[src/rtl/cp0_pkg.sv]
// rtl/cp0_pkg.sv - shared CP0 constants, exception codes and sequencer states
// Purpose: index map of the CP0 register bank, ExcCode values, FSM encoding
//          and the EPC selection helper used by the exception sequencer.
// Ports:   none (package).
package cp0_pkg;

  // CP0 register indices as seen by mtc0/mfc0
  localparam logic [4:0] CP0_COUNT   = 5'd9;
  localparam logic [4:0] CP0_COMPARE = 5'd11;
  localparam logic [4:0] CP0_STATUS  = 5'd12;
  localparam logic [4:0] CP0_CAUSE   = 5'd13;
  localparam logic [4:0] CP0_EPC     = 5'd14;

  // ExcCode values composed into Cause[6:2] by the upstream cause logic
  localparam logic [4:0] EXC_INT = 5'h00;
  localparam logic [4:0] EXC_SYS = 5'h08;
  localparam logic [4:0] EXC_RI  = 5'h0a;
  localparam logic [4:0] EXC_OV  = 5'h0c;

  // Status keeps only IM[15:8], EXL[1] and IE[0]
  localparam logic [31:0] STATUS_WMASK = 32'h0000_FF03;

  typedef enum logic [1:0] {
    S_RUN  = 2'd0,
    S_EXC  = 2'd1,
    S_ERET = 2'd2
  } cp0_state_e;

  // A delay-slot instruction restarts at its branch, one word earlier
  function automatic logic [31:0] epc_of(input logic [31:0] pc, input logic bd);
    return bd ? (pc - 32'd4) : pc;
  endfunction

endpackage

[src/rtl/cp0_exc_ctrl_if.sv]
// rtl/cp0_exc_ctrl_if.sv - CP0 register access bus (mtc0 write / mfc0 read)
// Purpose: groups the coprocessor-0 move-to / move-from signals.
// Ports:   mtc0_we, mtc0_addr, mtc0_data  write side (master drives)
//          mfc0_addr                      read index (master drives)
//          mfc0_data                      read data  (slave drives, combinational)
interface cp0_exc_ctrl_if #(
  parameter int ADDR_W = 5
);
  logic              mtc0_we;
  logic [ADDR_W-1:0] mtc0_addr;
  logic [31:0]       mtc0_data;
  logic [ADDR_W-1:0] mfc0_addr;
  logic [31:0]       mfc0_data;

  modport master (
    output mtc0_we, mtc0_addr, mtc0_data, mfc0_addr,
    input  mfc0_data
  );

  modport slave (
    input  mtc0_we, mtc0_addr, mtc0_data, mfc0_addr,
    output mfc0_data
  );
endinterface

[src/rtl/cp0_timer.sv]
// rtl/cp0_timer.sv - CP0 Count/Compare timer with sticky interrupt request
// Purpose: free-running Count, software Compare, timer_int raised the cycle
//          after Count==Compare (Compare!=0) and cleared by any Compare write.
// Ports:   clk, rst        clock, async active-high reset
//          wr_count        load Count from wr_data this cycle
//          wr_compare      load Compare from wr_data this cycle (clears timer_int)
//          wr_data         write data
//          count, compare  current register values
//          timer_int       interrupt request
module cp0_timer (
  input  logic        clk,
  input  logic        rst,
  input  logic        wr_count,
  input  logic        wr_compare,
  input  logic [31:0] wr_data,
  output logic [31:0] count,
  output logic [31:0] compare,
  output logic        timer_int
);

  always_ff @(posedge clk or posedge rst) begin
    if (rst) begin
      count     <= 32'd0;
      compare   <= 32'd0;
      timer_int <= 1'b0;
    end else begin
      // Natural 32-bit wrap from FFFF_FFFF to 0
      count <= wr_count ? wr_data : (count + 32'd1);
      if (wr_compare) begin
        compare <= wr_data;
      end
      // Compare write acknowledges the interrupt and takes priority over a match
      if (wr_compare) begin
        timer_int <= 1'b0;
      end else if ((count == compare) && (compare != 32'd0)) begin
        timer_int <= 1'b1;
      end
    end
  end

endmodule

[src/rtl/cp0_exc_ctrl.sv]
// rtl/cp0_exc_ctrl.sv - CP0 register bank and exception/ERET redirect sequencer
// Purpose: holds Status/Cause/EPC (Count/Compare when CP0_TIMER_EN is defined),
//          saves EPC and sets EXL on exception entry, and issues a one-cycle
//          registered redirect+flush to EXC_VECTOR (exception) or EPC (ERET).
// Config:  CP0_TIMER_EN defined   -> cp0_timer instantiated, Count/Compare live
//          CP0_TIMER_EN undefined -> Count/Compare read 0, timer_int tied 0
// Ports:   clk, rst                async active-high reset
//          cause_in                next Cause value (reloaded every cycle)
//          exc_req, exc_pc, exc_bd exception request, its PC, delay-slot flag
//          eret                    ERET retiring
//          bus                     mtc0/mfc0 register access (slave)
//          cause_out, status_out, epc_out, EXL, int_pending, timer_int
//          redirect, redirect_pc, flush  registered fetch redirect
module cp0_exc_ctrl
  import cp0_pkg::*;
#(
  parameter logic [31:0] EXC_VECTOR = 32'h0000_0180,
  parameter int          CP0_ADDR_W = 5
) (
  input  logic          clk,
  input  logic          rst,
  input  logic [31:0]   cause_in,
  input  logic          exc_req,
  input  logic [31:0]   exc_pc,
  input  logic          exc_bd,
  input  logic          eret,
  cp0_exc_ctrl_if.slave bus,
  output logic [31:0]   cause_out,
  output logic [31:0]   status_out,
  output logic [31:0]   epc_out,
  output logic          EXL,
  output logic          int_pending,
  output logic          timer_int,
  output logic          redirect,
  output logic [31:0]   redirect_pc,
  output logic          flush
);

  cp0_state_e  state;
  logic [31:0] status_q;
  logic [31:0] cause_q;
  logic [31:0] epc_q;
  logic [31:0] count;
  logic [31:0] compare;
  logic [31:0] rd_data;

  // Requests are only honoured in S_RUN; the other states are the flushed bubble
  logic accept;
  logic take_exc;
  logic take_eret;
  logic wr_ok;
  logic wr_status;
  logic wr_cause;
  logic wr_epc;
  logic [31:0] eret_target;

  assign accept    = (state == S_RUN);
  assign take_exc  = accept & exc_req;
  assign take_eret = accept & eret & ~exc_req;
  assign wr_ok     = accept & bus.mtc0_we & ~exc_req;
  assign wr_status = wr_ok & (bus.mtc0_addr == CP0_ADDR_W'(CP0_STATUS));
  assign wr_cause  = wr_ok & (bus.mtc0_addr == CP0_ADDR_W'(CP0_CAUSE));
  assign wr_epc    = wr_ok & (bus.mtc0_addr == CP0_ADDR_W'(CP0_EPC));

  // A same-cycle mtc0 to EPC is where ERET must return to
  assign eret_target = wr_epc ? bus.mtc0_data : epc_q;

  // Register bank
  always_ff @(posedge clk or posedge rst) begin
    if (rst) begin
      status_q <= 32'd0;
      cause_q  <= 32'd0;
      epc_q    <= 32'd0;
    end else begin
      // Only the software-writable IP[1:0] bits may be overridden by mtc0
      cause_q <= wr_cause ? {cause_in[31:10], bus.mtc0_data[9:8], cause_in[7:0]}
                          : cause_in;
      if (wr_status) begin
        status_q <= bus.mtc0_data & STATUS_WMASK;
      end
      if (wr_epc) begin
        epc_q <= bus.mtc0_data;
      end
      if (take_exc) begin
        // Nested exception keeps the original return address
        if (!status_q[1]) begin
          epc_q <= epc_of(exc_pc, exc_bd);
        end
        status_q[1] <= 1'b1;
      end else if (take_eret) begin
        status_q[1] <= 1'b0;
      end
    end
  end

  // Redirect sequencer
  always_ff @(posedge clk or posedge rst) begin
    if (rst) begin
      state       <= S_RUN;
      redirect    <= 1'b0;
      flush       <= 1'b0;
      redirect_pc <= 32'd0;
    end else begin
      case (state)
        S_RUN: begin
          if (take_exc) begin
            state       <= S_EXC;
            redirect    <= 1'b1;
            flush       <= 1'b1;
            redirect_pc <= EXC_VECTOR;
          end else if (take_eret) begin
            state       <= S_ERET;
            redirect    <= 1'b1;
            flush       <= 1'b1;
            redirect_pc <= eret_target;
          end else begin
            redirect <= 1'b0;
            flush    <= 1'b0;
          end
        end
        S_EXC, S_ERET: begin
          state    <= S_RUN;
          redirect <= 1'b0;
          flush    <= 1'b0;
        end
        default: begin
          state    <= S_RUN;
          redirect <= 1'b0;
          flush    <= 1'b0;
        end
      endcase
    end
  end

`ifdef CP0_TIMER_EN
  logic wr_count;
  logic wr_compare;

  assign wr_count   = wr_ok & (bus.mtc0_addr == CP0_ADDR_W'(CP0_COUNT));
  assign wr_compare = wr_ok & (bus.mtc0_addr == CP0_ADDR_W'(CP0_COMPARE));

  cp0_timer u_timer (
    .clk        (clk),
    .rst        (rst),
    .wr_count   (wr_count),
    .wr_compare (wr_compare),
    .wr_data    (bus.mtc0_data),
    .count      (count),
    .compare    (compare),
    .timer_int  (timer_int)
  );
`else
  assign count     = 32'd0;
  assign compare   = 32'd0;
  assign timer_int = 1'b0;
`endif

  // mfc0 read, no bypass of same-cycle writes
  always_comb begin
    rd_data = 32'd0;
    if (bus.mfc0_addr == CP0_ADDR_W'(CP0_COUNT)) begin
      rd_data = count;
    end else if (bus.mfc0_addr == CP0_ADDR_W'(CP0_COMPARE)) begin
      rd_data = compare;
    end else if (bus.mfc0_addr == CP0_ADDR_W'(CP0_STATUS)) begin
      rd_data = status_q;
    end else if (bus.mfc0_addr == CP0_ADDR_W'(CP0_CAUSE)) begin
      rd_data = cause_q;
    end else if (bus.mfc0_addr == CP0_ADDR_W'(CP0_EPC)) begin
      rd_data = epc_q;
    end
  end

  assign bus.mfc0_data = rd_data;
  assign cause_out     = cause_q;
  assign status_out    = status_q;
  assign epc_out       = epc_q;
  assign EXL           = status_q[1];
  assign int_pending   = status_q[0] & ~status_q[1] & (|(cause_q[15:8] & status_q[15:8]));

endmodule

[src/flat_wrapper.sv]
// flat-port wrapper written by rule: the top's interface ports become plain ports
module cp0_exc_ctrl_flat import cp0_pkg::*;
#(
  parameter logic [31:0] EXC_VECTOR = 32'h0000_0180,
  parameter int          CP0_ADDR_W = 5
)
  (clk, rst, cause_in, exc_req, exc_pc, exc_bd, eret, cause_out, status_out, epc_out, EXL, int_pending, timer_int, redirect, redirect_pc, flush, bus_mtc0_we, bus_mtc0_addr, bus_mtc0_data, bus_mfc0_addr, bus_mfc0_data);
  cp0_exc_ctrl_if bus_i ();
  input  logic clk;
  input  logic rst;
  input  logic [31:0] cause_in;
  input  logic exc_req;
  input  logic [31:0] exc_pc;
  input  logic exc_bd;
  input  logic eret;
  output logic [31:0] cause_out;
  output logic [31:0] status_out;
  output logic [31:0] epc_out;
  output logic EXL;
  output logic int_pending;
  output logic timer_int;
  output logic redirect;
  output logic [31:0] redirect_pc;
  output logic flush;
  input wire logic [$bits(bus_i.mtc0_we)-1:0] bus_mtc0_we;
  input wire logic [$bits(bus_i.mtc0_addr)-1:0] bus_mtc0_addr;
  input wire logic [$bits(bus_i.mtc0_data)-1:0] bus_mtc0_data;
  input wire logic [$bits(bus_i.mfc0_addr)-1:0] bus_mfc0_addr;
  output wire logic [$bits(bus_i.mfc0_data)-1:0] bus_mfc0_data;
  assign bus_i.mtc0_we = bus_mtc0_we;
  assign bus_i.mtc0_addr = bus_mtc0_addr;
  assign bus_i.mtc0_data = bus_mtc0_data;
  assign bus_i.mfc0_addr = bus_mfc0_addr;
  assign bus_mfc0_data = bus_i.mfc0_data;
  cp0_exc_ctrl #(.EXC_VECTOR(EXC_VECTOR), .CP0_ADDR_W(CP0_ADDR_W)) u_core (.clk(clk), .rst(rst), .cause_in(cause_in), .exc_req(exc_req), .exc_pc(exc_pc), .exc_bd(exc_bd), .eret(eret), .bus(bus_i), .cause_out(cause_out), .status_out(status_out), .epc_out(epc_out), .EXL(EXL), .int_pending(int_pending), .timer_int(timer_int), .redirect(redirect), .redirect_pc(redirect_pc), .flush(flush));
endmodule
[config.mk]
export PLATFORM = sky130hd
export DESIGN_NAME = cp0_exc_ctrl_flat
export DESIGN_NICKNAME = d
export VERILOG_FILES = /design/src/rtl/cp0_pkg.sv /design/src/rtl/cp0_exc_ctrl_if.sv /design/src/rtl/cp0_timer.sv /design/src/rtl/cp0_exc_ctrl.sv /design/src/flat_wrapper.sv
export SDC_FILE = /design/constraint.sdc
export NUM_CORES = 1
export LEC_CHECK = 0
export BUFFER_PORTS_ARGS = -buffer_cell sky130_fd_sc_hd__buf_2
export CORE_ASPECT_RATIO = 2
export CORE_MARGIN = 4
export CORE_UTILIZATION = 45
export CTS_CLUSTER_SIZE = 12
export DETAILED_ROUTE_END_ITERATION = 8
export GPL_ROUTABILITY_DRIVEN = 0
export PLACE_DENSITY = 0.8
export SYNTH_ARGS = -nofsm -noshare
export SYNTH_HDL_FRONTEND = slang
export SYNTH_SLANG_ARGS = --single-unit
[constraint.sdc]
create_clock -name clk -period 3.7 [get_ports clk]
set_clock_uncertainty 0.2 [all_clocks]
set_input_delay 0.185 -clock clk [delete_from_list [all_inputs] [get_ports clk]]
set_output_delay 0.185 -clock clk [all_outputs]
set_load 0.01 [all_outputs]
==> impl_metrics.tcl <==
set metrics [dict create \
    synth_mux_area_share_pct 12.95 \
    worst_setup_path_start_kind "flip-flop" \
    nets 924 \
    endpoint_kind "flip-flop" \
    synth_largest_area_cell "dfrtp_1" \
    ys_seq_area_share_pct 52.37 \
    r2r_slack_ns 0.64 \
    drtIter0Drc 285 \
    status "completed" \
    crit_arrival_ns 3.09 \
    syn_to_final_growth_pct 47.85 \
    min-delay-start "exc_pc[22]" \
    wl_um 18360 \
    h-tree-depth 3 \
    dp.final_hpwl_um 12960 \
    drive_above_1_share_pct 36.52 \
    worst_pin_slew_ns 1.110 \
    vias_per_cell 5.370 \
    fin_crit_ns 3.064 \
    placed_cell_area_mm2 0.006546 \
    avgRoutedWirePerCell_um 19.17 \
    cap_violations 0 \
    maxSlewHeadroom_pct 25.82 \
    yosysMostFrequentCell "dfrtp_1" \
    drc 0 \
    first_pass_iters 5 \
    io_pins 277 \
    crit_type "reg -> reg" \
    ys_types 41 \
    fin_setup_tns_ns 0 \
    cts_resized 0 \
    synth-compound-area-share_pct 10.88 \
    rows 55 \
    hold_path.class "in -> reg" \
    grt_pass1_vias 5758 \
    final_max_slew_viol_count 0 \
    port_buffers 253 \
    root_buffer "clkbuf_16" \
    ys_async_sr_fraction_pct 100.0 \
    yosys-top-cells-area "dfrtp_1 (52%), mux2i_1 (11%), o21ai_0 (4.0%)" \
    setup_viol 0 \
    synth_top_family_by_area "simple AND/OR/NAND/NOR gates" \
    reg2regPathDepth 6 \
    clock-sinks 109 \
    die_w_um 84.08 \
    p_leak_uw 0.003976 \
    clock_latency_ns 0.34 \
    grt_max_degree 84 \
    fin_area_mm2 0.007701 \
    synth_edf_count 0 \
    postRouteAntennaNets 0 \
    overflow 0 \
    rr_startpoint "u_core.state[1]$_DFFE_PP0P_" \
    insertedDiodeCount 0 \
    synthFlopType "dfrtp_1" \
    track_usage_pct 27.07 \
    die_area_mm2 0.01346 \
    synth_top_area_share_pct 52.37 \
    synth_area_per_cell_um2 10.83 \
    worstHoldPathCells 3 \
    start_util_pct 45.87 \
    synthSimpleGateAreaFrac_pct 13.02 \
    synth_seq_cells 109 \
    vias 5144 \
    synth-xor-area-share_pct 4.708 \
    ys_top_cells_by_count "dfrtp_1 (109), mux2i_1 (55), nand2_1 (46), o21ai_0 (42), nor2_1 (34)" \
    nFillCells 846 \
    core_area_mm2 0.01135 \
    final_hold_viol_count 0 \
    yosysWarnings 0 \
    whs_endpoint "u_core.epc_out[22]$_DFF_PP0_" \
    cts.clk_slew.worst_paths_ns 0.08 \
    post-route-period-util_pct 82.82 \
    crit_fanout 24 \
    power_density_mw_per_mm2 478.3 \
    peakVddDrop_v 0.0003037 \
    post-cts-setup-buffers 0 \
    rsz0062_at_grt "no" \
    multi_input_area_mm2 0.002292 \
    syn_inst 481 \
    cts_buffers 9 \
    cp.required_ns 3.72 \
    mappedNetlistArea_mm2 0.005209 \
    cts_max_path_buffers 2 \
    cts_tree "built" \
    rr_endpoint "u_core.epc_out[24]$_DFF_PP0_" \
    clock.fmax_mhz 326.3 \
    synthAdderAreaFrac_pct 0.2402 \
    chipHeight_um 160.2 \
    grt_antenna_before_repair 0 \
    grt_pass1_wl_um 29020 \
    seqCellArea_mm2 0.002728 \
]
## logic make-up (layout without fill, tap and decap cells)
logic type / after synthesis / count (layout)
XOR/XNOR: 28 / 28
multiplexers: 66 / 66
other: 1 / 23
AO/OA/AOI/OAI: 93 / 93
adder cells (fa/ha/maj): 1 / 1
flip-flops: 109 / 109
AND/OR/NAND/NOR: 129 / 129
buffers and inverters: 54 / 367
## repair_timing
action,CTS,global route
hold buffers,85,0
endpoints found under the setup margin,0,0
endpoints found under the hold margin,173,0
## registers in the layout, indices dropped and copies added (netlist names)
register	cells
u_core.cause_out	32
u_core.epc_out	32
u_core.redirect	1
u_core.redirect_pc	32
u_core.state	2
u_core.status_out	10
## stage by stage
stage | hold WS, ns | util [%] | total power, µW | setup slack [ns] | cells
2_1_floorplan | 0.01643 | - | 2109 | 0.4411 | 503
3_3_place_gp | 0.09253 | 57.65 | 2543 | 1.270 | 857
3_5_place_dp | 0.09433 | 57.65 | 2589 | 1.197 | 857
4_1_cts | 0.003709 | 67.82 | 3683 | 0.6502 | 958
5_1_grt | 0.01441 | 67.82 | 3869 | 0.4414 | 958
6_report | 0.01984 | 67.82 | 3683 | 0.6358 | 958
## worst max-delay path, stage by stage, from the launching register on
cell and delay, ns:
dfrtp_1 0.40, nor2_1 0.29, nand4_1 0.67, buf_12 0.44, mux2i_1 0.23, mux2i_1 0.10
dlygate4sd3_1 0.59
## routing by layer
| layer | global-route usage [%] | vias up | routed length [µm] |
|---|---|---|---|
| met2 | 50.25 | 262 | 10210 |
| met4 | 15.01 | 0 | 859 |
| li1 | - | 2302 | - |
| met5 | 0 | - | 0 |
| met3 | 5.472 | 67 | 1170 |
| met1 | 27.39 | 2513 | 6120 |
## power breakdown
part           switching (µW)  internal [µW]
sequential                207           1440
clock                     444            524
combinational             571            496
## placed cells by master, fill, tap and decap left out, types with 3 or more instances in the layout
cell / n
nand2_1: 46
clkbuf_16: 9
dlygate4sd3_1: 85
a22o_1: 23
mux2_2: 11
xor2_1: 10
conb_1: 23
xnor2_1: 18
nand4_1: 4
o21ai_0: 41
clkbuf_8: 3
nor4_1: 5
or3_1: 5
nand3_1: 3
dfrtp_1: 109
buf_2: 253
nor2_1: 33
buf_4: 4
inv_1: 7
a21oi_1: 23
mux2i_1: 55
nor3_1: 10
## worst max-delay path by stage
| stage | startpoint | to | slack (ns) |
|---|---|---|---|
| finish | u_core.state[1]$_DFFE_PP0P_ | u_core.epc_out[24]$_DFF_PP0_ | 0.64 |
| global route | u_core.state[0]$_DFFE_PP0P_ | u_core.epc_out[24]$_DFF_PP0_ | 0.44 |
| CTS | exc_pc[20] | u_core.epc_out[29]$_DFF_PP0_ | 0.65 |
| detailed placement | u_core.state[0]$_DFFE_PP0P_ | u_core.redirect_pc[10]$_DFFE_PP0P_ | 1.20 |
| global placement | u_core.state[0]$_DFFE_PP0P_ | u_core.redirect_pc[22]$_DFFE_PP0P_ | 1.27 |
| floorplan | rst | u_core.cause_out[0]$_DFF_PP0_ | 0.44 |
## cell type report
type / instances / share of cell area (%)
clock buffer: 12 / 3.461
sequential: 109 / 35.42
inverter: 8 / 0.4224
multi-input combinational: 340 / 29.76
timing repair buffer: 343 / 28.14
clock inverter: 4 / 0.4874
tap: 142 / 2.307
No activity file was read; power rests on OpenSTA's default activity.
